### config.mk
export PLATFORM = sky130hd
export DESIGN_NAME = imem_loader_flat
export DESIGN_NICKNAME = d
export VERILOG_FILES = /design/src/rtl/imem_loader_pkg.sv /design/src/rtl/imem_loader_if.sv /design/src/rtl/imem_loader_timeout.sv /design/src/rtl/imem_loader.sv /design/src/flat_wrapper.sv
export SDC_FILE = /design/constraint.sdc
export NUM_CORES = 1
export LEC_CHECK = 0
export CORE_MARGIN = 2
export CORE_UTILIZATION = 30
export CTS_CLUSTER_DIAMETER = 150
export CTS_CLUSTER_SIZE = 8
export DETAILED_ROUTE_END_ITERATION = 7
export PLACE_DENSITY = 0.58
export SYNTH_ARGS = -nofsm -noshare
export SYNTH_HDL_FRONTEND = slang
export SYNTH_SLANG_ARGS = --single-unit
### constraint.sdc
create_clock -name clock -period 2.6 [get_ports clock]
set_input_delay 0.52 -clock clock [delete_from_list [all_inputs] [get_ports clock]]
set_output_delay 0.52 -clock clock [all_outputs]
set_load 0.01 [all_outputs]
### src/rtl/imem_loader_pkg.sv
// Shared constants and types for the UART-driven instruction memory loader.
package imem_loader_pkg;

    localparam int unsigned BYTE_W  = 8;
    localparam int unsigned ADDR_W  = 8;
    localparam int unsigned CNT_W   = 9;
    localparam int unsigned TIMER_W = 16;

    localparam logic [TIMER_W-1:0] TIMEOUT_DEFAULT = 16'd50000;

    typedef enum logic [1:0] {
        ST_WAIT_LEN = 2'd0,
        ST_LOAD     = 2'd1,
        ST_RUN      = 2'd2,
        ST_ERROR    = 2'd3
    } loader_state_e;

    // A length byte of zero stands for a full 256-byte image.
    function automatic logic [CNT_W-1:0] len_to_count(input logic [BYTE_W-1:0] len);
        return (len == '0) ? CNT_W'(256) : CNT_W'(len);
    endfunction

endpackage

### src/rtl/imem_loader_if.sv
// Byte-stream handshake between the UART receiver and the loader.
interface imem_loader_if;

    logic                                rx_valid;
    logic [imem_loader_pkg::BYTE_W-1:0]  rx_data;
    logic                                rx_ready;

    modport master (output rx_valid, output rx_data, input rx_ready);
    modport slave  (input rx_valid, input rx_data, output rx_ready);

endinterface

### src/rtl/imem_loader_timeout.sv
// Idle counter for the LOAD phase; flags when the last allowed idle cycle is reached.
module imem_loader_timeout
    import imem_loader_pkg::*;
#(
    parameter logic [TIMER_W-1:0] LIMIT = TIMEOUT_DEFAULT
) (
    input  logic clock,
    input  logic reset_n,
    input  logic clear,
    output logic terminal_c
);

    logic [TIMER_W-1:0] count_q;

    // Saturates at the terminal value so a long stall cannot wrap back to zero.
    always_ff @(posedge clock or negedge reset_n) begin
        if (!reset_n) begin
            count_q <= '0;
        end else if (clear) begin
            count_q <= '0;
        end else if (!terminal_c) begin
            count_q <= count_q + TIMER_W'(1);
        end
    end

    assign terminal_c = (count_q == (LIMIT - TIMER_W'(1)));

endmodule

### src/rtl/imem_loader.sv
// Loads a length-prefixed byte image into instruction memory, then releases the CPU.
module imem_loader
    import imem_loader_pkg::*;
#(
    parameter logic [TIMER_W-1:0] TIMEOUT_CYCLES = TIMEOUT_DEFAULT
) (
    input  logic               clock,
    input  logic               reset_n,
    imem_loader_if.slave       rx,
    input  logic               load_start,
    input  logic [ADDR_W-1:0]  cpu_pc,
    output logic [ADDR_W-1:0]  imem_addr,
    output logic [BYTE_W-1:0]  imem_w_data,
    output logic               imem_w_en,
    output logic               cpu_reset,
    output logic               busy,
    output logic               err
);

    loader_state_e      state_q, state_d;
    logic [ADDR_W-1:0]  ptr_q, ptr_d;
    logic [CNT_W-1:0]   remaining_q, remaining_d;
    logic               idle_clear;
    logic               idle_terminal_c;

    imem_loader_timeout #(
        .LIMIT (TIMEOUT_CYCLES)
    ) u_timeout (
        .clock      (clock),
        .reset_n    (reset_n),
        .clear      (idle_clear),
        .terminal_c (idle_terminal_c)
    );

    // Status outputs are registered from the next state so they move on the transition edge.
    always_ff @(posedge clock or negedge reset_n) begin
        if (!reset_n) begin
            state_q     <= ST_WAIT_LEN;
            ptr_q       <= '0;
            remaining_q <= '0;
            cpu_reset   <= 1'b1;
            busy        <= 1'b1;
            err         <= 1'b0;
        end else begin
            state_q     <= state_d;
            ptr_q       <= ptr_d;
            remaining_q <= remaining_d;
            cpu_reset   <= (state_d != ST_RUN);
            busy        <= (state_d == ST_WAIT_LEN) || (state_d == ST_LOAD);
            err         <= (state_d == ST_ERROR);
        end
    end

    // Next-state, datapath updates and combinational memory/handshake outputs.
    always_comb begin
        state_d     = state_q;
        ptr_d       = ptr_q;
        remaining_d = remaining_q;
        idle_clear  = 1'b1;
        rx.rx_ready = 1'b0;
        imem_addr   = '0;
        imem_w_data = '0;
        imem_w_en   = 1'b0;

        case (state_q)
            ST_WAIT_LEN: begin
                rx.rx_ready = 1'b1;
                if (rx.rx_valid) begin
                    remaining_d = len_to_count(rx.rx_data);
                    ptr_d       = '0;
                    state_d     = ST_LOAD;
                end
            end

            ST_LOAD: begin
                rx.rx_ready = 1'b1;
                idle_clear  = 1'b0;
                imem_addr   = ptr_q;
                imem_w_data = rx.rx_data;
                imem_w_en   = rx.rx_valid && reset_n;
                // An accept on the terminal idle cycle takes priority over the abort.
                if (rx.rx_valid) begin
                    idle_clear  = 1'b1;
                    ptr_d       = ptr_q + ADDR_W'(1);
                    remaining_d = remaining_q - CNT_W'(1);
                    if (remaining_q == CNT_W'(1)) begin
                        state_d = ST_RUN;
                    end
                end else if (idle_terminal_c) begin
                    state_d = ST_ERROR;
                end
            end

            ST_RUN: begin
                imem_addr = cpu_pc;
                if (load_start) begin
                    state_d = ST_WAIT_LEN;
                end
            end

            ST_ERROR: begin
                if (load_start) begin
                    state_d = ST_WAIT_LEN;
                end
            end

            default: begin
                state_d = ST_WAIT_LEN;
            end
        endcase
    end

endmodule
### src/flat_wrapper.sv
// flat-port wrapper written by rule: the top's interface ports become plain ports
module imem_loader_flat import imem_loader_pkg::*;
#(
    parameter logic [TIMER_W-1:0] TIMEOUT_CYCLES = TIMEOUT_DEFAULT
)
  (clock, reset_n, load_start, cpu_pc, imem_addr, imem_w_data, imem_w_en, cpu_reset, busy, err, rx_rx_valid, rx_rx_data, rx_rx_ready);
  imem_loader_if rx_i ();
  input  logic clock;
  input  logic reset_n;
  input  logic load_start;
  input  logic [ADDR_W-1:0] cpu_pc;
  output logic [ADDR_W-1:0] imem_addr;
  output logic [BYTE_W-1:0] imem_w_data;
  output logic imem_w_en;
  output logic cpu_reset;
  output logic busy;
  output logic err;
  input wire logic [$bits(rx_i.rx_valid)-1:0] rx_rx_valid;
  input wire logic [$bits(rx_i.rx_data)-1:0] rx_rx_data;
  output wire logic [$bits(rx_i.rx_ready)-1:0] rx_rx_ready;
  assign rx_i.rx_valid = rx_rx_valid;
  assign rx_i.rx_data = rx_rx_data;
  assign rx_rx_ready = rx_i.rx_ready;
  imem_loader #(.TIMEOUT_CYCLES(TIMEOUT_CYCLES)) u_core (.clock(clock), .reset_n(reset_n), .rx(rx_i), .load_start(load_start), .cpu_pc(cpu_pc), .imem_addr(imem_addr), .imem_w_data(imem_w_data), .imem_w_en(imem_w_en), .cpu_reset(cpu_reset), .busy(busy), .err(err));
endmodule
==> metrics <==
status=finished clean; number of global-route vias before repair=2070; layout cells sized above 1=8.65%; drc violations=0; Post-synth top flop=dfrtp_1; maximum buffer depth of the clock tree=2; Final Instance Area=3050 sq um; fill count=754; syn_nets=300; FF-to-FF End=u_core.remaining_q[8]; core area=7730 sq um; pwr/cell area=816 nW/um^2; LEAKAGE=1.15 nW; CP max stage cell=clkdlybuf4s50_1; placed cells=406; Hold Crit Class=in -> async; router iterations before antenna repair=4; Setup crit end kind=output port; ys async rst share=100%; # H-tree levels=2; max-cap check violation count=0; Seq/Total Area, Yosys=39.8%; fin crit period=2470 ps; port bufs=40; worst path required time=2080 ps; crit path DAT=1950 ps; row count=32; crit path launch type=flop; Num Clock Sinks=38; root buffer cell=clkbuf_8; register bit count reported by yosys=38; Cell Count, Final, Fillers Out=414; crit path cell chain=inv_1 -> ha_2 -> a22oi_1 -> nor2b_1 -> clkdlybuf4s50_1; GRT Total Usage=14.2%; antenna-violating nets left=0; fin crit share=95.1%; RSZ-0062 raised after global routing=yes; worst-margin pin slew=935 ps; total grt overflow=0; fin util=39.5%; R2R setup slack=290 ps; final hold viol count=0; Max Slew Vio Count=0; Die Wd=93.4 um; first-pass GRT wire length=9910 um; TritonCTS clock tree=built; Final setup viols=0; max incr delay on CP=540 ps; Crit Path Max Fanout=9; synth warn=0; Die Area=8720 sq um; Worst-path clk slew=70 ps; DIE HEIGHT=93.4 um; pin count of the biggest net entering global routing=39; Initial Util=31.0%; initial antenna violation count=0; placed cell area=2910 sq um; Worst-Skew Late Latency=290 ps; Worst R2R Start=u_core.state_q[1]; Worst R2R Path Depth=7; Mapped Cells=272; Distinct cells, synth=48; TritonCTS Buffers=5; critical path class=reg -> out; via count=2129; DRT Wirelength=5660 um; Rel. slew slack=37.2%; wire length per cell=13.7 um; P&R area growth vs syn=27.4%; RePlAce Congestion=0.799; number of buffers added for setup after CTS=0; vias per std cell=5.14; fin nets=339; I/O pins=41; DR iter-0 viols=106; Tot Pwr=2.49 mW; hpwl dp=4140 um; average size of a mapped cell=8.81 sq um; Mapped Area=2400 sq um; diodes inserted=0; Post-synth EDFFs=0; Max Clock Skew=8.59 ps; VDD IR-drop max=0.000470 V; Max Fclk=404 MHz
[placed cells by master (no fill, tap or decap), types with 2 or more instances in the layout]
cell type | Yosys | layout
dfstp_2 | 2 | 2
nor2b_1 | 11 | 11
clkdlybuf4s50_1 | 0 | 39
nor2_1 | 19 | 19
buf_4 | 0 | 8
bufinv_16 | 0 | 2
o22a_1 | 2 | 2
o221ai_1 | 2 | 2
inv_1 | 9 | 8
a21oi_1 | 18 | 18
or4bb_1 | 2 | 2
dfrtp_1 | 36 | 35
nor3_1 | 7 | 7
or4b_1 | 2 | 2
nand2b_1 | 3 | 3
clkbuf_8 | 0 | 5
nand3_1 | 12 | 12
xnor2_1 | 10 | 10
a22oi_1 | 9 | 9
ha_1 | 8 | 7
nand4_1 | 5 | 5
and3_1 | 2 | 2
o22ai_1 | 5 | 5
nor4_1 | 8 | 8
mux2i_1 | 7 | 7
o21ai_0 | 18 | 18
nand4bb_1 | 2 | 2
or3_1 | 7 | 7
nand2_1 | 23 | 23
and2_1 | 8 | 8
[sequential cells by signal (all words and copies together) (netlist names)]
name / cells
u_core.remaining_q: 9
u_core.ptr_q: 8
u_core.cpu_reset: 1
u_core.err: 1
u_core.state_q: 2
u_core.u_timeout.count_q: 16
u_core.busy: 1
[stage by stage]
step | hold WS (ps) | setup WS, ps | TNS [ps]
final | 315 | 128 | 0
after global routing | 357 | -0.267 | -0.267
after CTS | 325 | 10.4 | 0
after detailed placement | 527 | 223 | 0
after global placement | 534 | 318 | 0
after floorplan | 224 | 460 | 0
[worst max-delay path by stage]
stage | start | endpoint | slack, ps | cells past startpoint
2_1_floorplan | u_core.state_q[1] | imem_addr[0] | 460 | 6
3_3_place_gp | rx_rx_data[2] | imem_w_data[2] | 320 | 3
3_5_place_dp | u_core.state_q[1] | u_core.remaining_q[8] | 220 | 7
4_1_cts | u_core.state_q[0] | imem_addr[3] | 10 | 5
5_1_grt | u_core.state_q[0] | imem_addr[4] | -0.3 | 5
6_report | u_core.state_q[0] | imem_addr[3] | 130 | 5
[logic make-up after synthesis]
group           synth area share (%)
compound gates                  16.9
mux                             2.92
flops                           39.8
simple gates                    28.0
xor+xnor                        4.02
buf+inv                         4.23
fa+ha+maj                       4.18
[timing repair]
| item | 4_1_cts | 5_1_grt |
|---|---|---|
| hold buffers | 0 | 0 |
| setup endpoints to repair | 0 | 11 |
| resized for setup | 0 | 3 |
[power breakdown]
group | leakage [nW] | internal, mW | switching [mW] | total [mW]
combinational | 0.585 | 0.472 | 0.537 | 1.01
clock | 0.0683 | 0.384 | 0.214 | 0.598
sequential | 0.495 | 0.713 | 0.172 | 0.885
total | 1.15 | 1.57 | 0.922 | 2.49
[cells in the mapped netlist (2+ instances only)]
master      n  area, sq um
dfstp_2     2         52.6
ha_1        8          100
buf_1       2         7.51
inv_1       9         33.8
and3_1      2         12.5
nor2b_1    11         68.8
nand4bb_1   2         22.5
nand3_1    12         60.1
xnor2_1    10         87.6
clkbuf_1   13         48.8
or4b_1      2         20.0
o221ai_1    2         17.5
nand4_1     5         31.3
dfrtp_1    36          901
o22ai_1     5         31.3
nand2_1    23         86.3
nand2b_1    3         18.8
a22oi_1     9         67.6
nor3_1      7         35.0
mux2i_1     7         70.1
nor2_1     19         71.3
and2_1      8         50.1
a21oi_1    18         90.1
o21ai_0    18         90.1
nor4_1      8         50.1
or3_1       7         43.8
o22a_1      2         17.5
or4bb_1     2         22.5
[worst max-delay path: cells and delay by family, from the launching register on]
| family | cells | cell delay, ps |
|---|---|---|
| adder cells (fa/ha/maj) | 1 | 300 |
| AO/OA/AOI/OAI | 1 | 120 |
| flip-flops | 1 | 440 |
| buffers and inverters | 2 | 690 |
| AND/OR/NAND/NOR | 1 | 120 |
[per-layer routing]
layer / global-route usage [%] / vias up / part of all wire, %
met4: 4.66 / 0 / 1.4
met5: 0 / - / 0
met3: 2.82 / 6 / 3.8
li1: - / 1065 / -
met2: 22.1 / 40 / 44
met1: 19.7 / 1018 / 51
[layout make-up]
class / count / area (sq um) / area share, %
clock buffer: 5 / 68.8 / 2.25
clock inverter: 3 / 68.8 / 2.25
inverter: 9 / 33.8 / 1.11
multi-input combinational: 209 / 1350 / 44.0
sequential: 38 / 955 / 31.3
tap: 102 / 128 / 4.18
timing repair buffer: 48 / 455 / 14.9
(Power assumes the default switching activity.)
==> RTL change 1: new RTL, same settings <==
The package constant `CNT_W` goes from 9 to 18.
--- a/src/rtl/imem_loader_pkg.sv
+++ b/src/rtl/imem_loader_pkg.sv
@@ -5,3 +5,3 @@
     localparam int unsigned ADDR_W  = 8;
-    localparam int unsigned CNT_W   = 9;
+    localparam int unsigned CNT_W   = 18;
     localparam int unsigned TIMER_W = 16;
Check against the original RTL: same outputs for any inputs over 10 cycles, from zero or initial values and one cycle with reset_n low; that may be too few to reach the edited logic, so the function may still have changed.
==> RTL change 1 against the original RTL <==
  * Count of clock-buffer cells in the layout stayed put
  * Power increased by 13%
  * Critical path type is now input port to primary output
  * Cell area is 13% higher
  * Synthesized area grew 16%
  * Worst setup slack got worse by 0.020 ns
  * Sequential cell count up 9
  * Clock power shrank 27%
  * Core utilization shrank 1.6 points
  * Worst hold slack improved by 0.088 ns
  * First-iteration DRC count grew 18%
  * Clock skew is essentially flat
  * Cell count rose by 10%
  * Routed wire length rose by 16%
==> RTL change 1: results <==
[setup_path]
worst_r2r_startpoint = u_core.remaining_q[2]
cp.arrival_ns = 1.97
worst-r2r-setup-slack_ns = 0.33
setup.worst_path.start = rx_rx_valid
reg2reg_depth = 5
cp_max_fo = 22

[grt]
grt_pass1_wl_um = 11300
largest_net_degree_at_the_start_of_global_routing = 48
track_usage_pct = 14.0
vias_in_the_first_global_route = 2303

[synth]
synthMuxAreaShare_pct = 2.17
net_count_after_synthesis = 327
synthDistinctLibCells = 53
ys_top_cells_by_area = dfrtp_1 (41%), xor2_1 (5.7%), nor2_1 (4.1%)
yosys.area_share.adder_pct = 3.61
synth_compound_gate_area_share_pct = 15.1

[power_and_ir_drop]
total_power_w = 0.00281
switchingPower_w = 0.00112
power.sequential.fraction_pct = 37.0
power_leakage_nw = 1.43
pg_clk_w = 0.000436

[finish]
multi_input_area_mm2 = 0.00152
drive_gt1_share_pct = 11.0
layout_top_registers = u_core.remaining_q (18), u_core.u_timeout.count_q (16), u_core.ptr_q (8)
fillerInstances = 923
number_of_flip_flops_in_the_largest_register = 18
final_net_count = 373

[routing]
vias = 2366
initialDrtViolationCount = 125
avg_wl_per_cell_um = 14.4

[place]
dpl-instance-area_mm2 = 0.00335
placed_cells_incl_taps = 448
gpl.final_weighted_congestion = 0.767
preCtsSetupSlack_ns = -0.0670

[timing]
holdWs_ns = 0.403
worst_pin_slew_ns = 0.679

[run_status]
run_status = finished clean

[cts]
clk_pin_slew_ns = 0.09
[RTL change 1: worst max path at each step]
| stage | slack, ns | to |
|---|---|---|
| 2_1_floorplan | 0.45 | u_core.remaining_q[15] |
| 3_3_place_gp | -0.06 | u_core.remaining_q[15] |
| 4_1_cts | 0.02 | rx_rx_ready |
| 3_5_place_dp | -0.07 | u_core.remaining_q[15] |
| 5_1_grt | 0.004 | imem_addr[0] |
| 6_report | 0.11 | imem_w_en |
[RTL change 1: layout make-up]
class                           count  area share [%]
Tap cell                          111            4.02
Multi-Input combinational cell    230            43.8
Clock buffer                        5            1.99
Timing Repair Buffer               52            14.6
Sequential cell                    47            34.1
Inverter                            9           0.978
Clock inverter                      3           0.434
[RTL change 1: metal layers]
| metal | track usage, % | part of all wire [%] | vias up |
|---|---|---|---|
| li1 | - | - | 1173 |
| met1 | 19.7 | 49 | 1133 |
| met2 | 21.6 | 45 | 51 |
| met3 | 2.79 | 4.1 | 9 |
| met4 | 4.43 | 1.9 | 0 |
| met5 | 0 | 0 | - |
==> RTL change 2: new RTL, config.mk and constraints unchanged <==
Without the edit above. The 4 states of `loader_state_e` get a one-hot encoding in 4 bits.
--- a/src/rtl/imem_loader_pkg.sv
+++ b/src/rtl/imem_loader_pkg.sv
@@ -10,7 +10,7 @@
 
-    typedef enum logic [1:0] {
-        ST_WAIT_LEN = 2'd0,
-        ST_LOAD     = 2'd1,
-        ST_RUN      = 2'd2,
-        ST_ERROR    = 2'd3
+    typedef enum logic [3:0] {
+        ST_WAIT_LEN = 4'b0001,
+        ST_LOAD     = 4'b0010,
+        ST_RUN      = 4'b0100,
+        ST_ERROR    = 4'b1000
     } loader_state_e;
Function: same outputs for any inputs over 10 cycles, from zero or initial values and one cycle with reset_n low; not proved beyond that.
==> RTL change 2 against the original RTL <==
  * Power is 12% lower
  * Synthesized area decreased by 1.8%
  * Cell area grew 1.6%
  * Worst hold slack worse by 0.041 ns
  * Routed wire length up 3.1%
  * Sequential share of layout area up 1.2 points
  * Sequential cell count up 2
  * Register-to-register slack better by 0.29 ns
  * Worst setup slack worse by 0.053 ns
  * Via count is 3.8% lower
  * Global-route usage decreased by 0.16 points
  * Critical endpoint is now imem_w_data[5]
==> RTL change 2: results <==
[run_status]
run_status = finished clean

[timing]
skew_ns = 0.0193
holdWs_ns = 0.274
timing.setup.tns_ns = 0
timing.final.crit_period_ns = 2.53
slew_headroom_pct = 61.2

[synth]
synth_compound_gate_area_share_pct = 16.2
synth.cells.most_frequent = dfrtp_1 (37), nor2_1 (24), a21oi_1 (15), nand2_1 (13), and2_1 (12)
net_count_after_synthesis = 273
ys_seq_area_share_pct = 42.7
synthMuxAreaShare_pct = 2.28
ys_top_cells_by_area = dfrtp_1 (39%), nor2_1 (3.8%), dfstp_2 (3.3%)
yosys.area_share.adder_pct = 2.13
postSynthAreaPerCell_um2 = 9.46
yosys.area_share.xor_xnor_pct = 5.95
synthDistinctLibCells = 47

[finish]
layout_top_registers = u_core.u_timeout.count_q (16), u_core.remaining_q (9), u_core.ptr_q (8)
drive_gt1_share_pct = 13.3
final_net_count = 324
post_layout_nonfiller_instances = 403

[power_and_ir_drop]
power_leakage_nw = 1.46
ir_drop_mv = 0.235
total_power_w = 0.00220
power_combinational_w = 0.000777
switchingPower_w = 0.000787

[cts]
clk_pin_slew_ns = 0.10
post_cts_setup_buffers = 0
clock_tree.htree_level_count = 2
clkLatencyLatePin_ns = 0.31
cts_repair_resize_count = 5

[place]
dpl-instance-area_mm2 = 0.00291
preCtsSetupSlack_ns = -0.120
placed_cells_incl_taps = 390
gpl.final_weighted_congestion = 0.770
place.port_buffers = 40
dp_hpwl_um = 4110

[routing]
detail_route.vias_per_cell = 5.08
routed_wirelength_um = 5840
initialDrtViolationCount = 115
first_pass_iters = 4

[grt]
largest_net_degree_at_the_start_of_global_routing = 41
grt_pass1_wl_um = 9600
vias_in_the_first_global_route = 1962
track_usage_pct = 14.0

[setup_path]
cp_max_fo = 12
reg2reg_depth = 6
worst_r2r_startpoint = u_core.state_q[3]
worst_path_max_delay_cell = clkdlybuf4s50_1
worst-r2r-setup-slack_ns = 0.58
timing.critical_path.max_delay_family = buffers and inverters
worstSetupEndpoint = imem_w_data[5]
reg_to_reg_critical_path_endpoint = u_core.remaining_q[3]
==> RTL change 2: changes by cell type after synthesis, moves of 5 or more <==
cell / unedited run / this run
nand2_1: 23 / 13
o21ai_0: 18 / 9
xor2_1: 1 / 9
nor2b_1: 11 / 1
a22o_1: 0 / 9
nor2_1: 19 / 24
mux2i_1: 7 / 2
a22oi_1: 9 / 0
buf_2: 0 / 5
clkbuf_1: 13 / 5
==> RTL change 2: layout make-up <==
type / instances / area (um^2)
clock inverters: 3 / 42.5
repair buffers: 58 / 566
well taps: 102 / 128
clock buffers: 5 / 68.8
inverters: 6 / 22.5
flip-flops and latches: 40 / 1010
multi-input cells: 189 / 1270
fillers: 743 / 4540
==> RTL change 2: layer usage <==
layer	global-route usage, %	vias up	part of all wire (%)	routed length (um)
met4	3.73	0	1.0	59
li1	-	1007	-	-
met2	23.5	36	48	2800
met1	18.0	999	46	2660
met5	0	-	0	0
met3	3.50	7	5.4	316
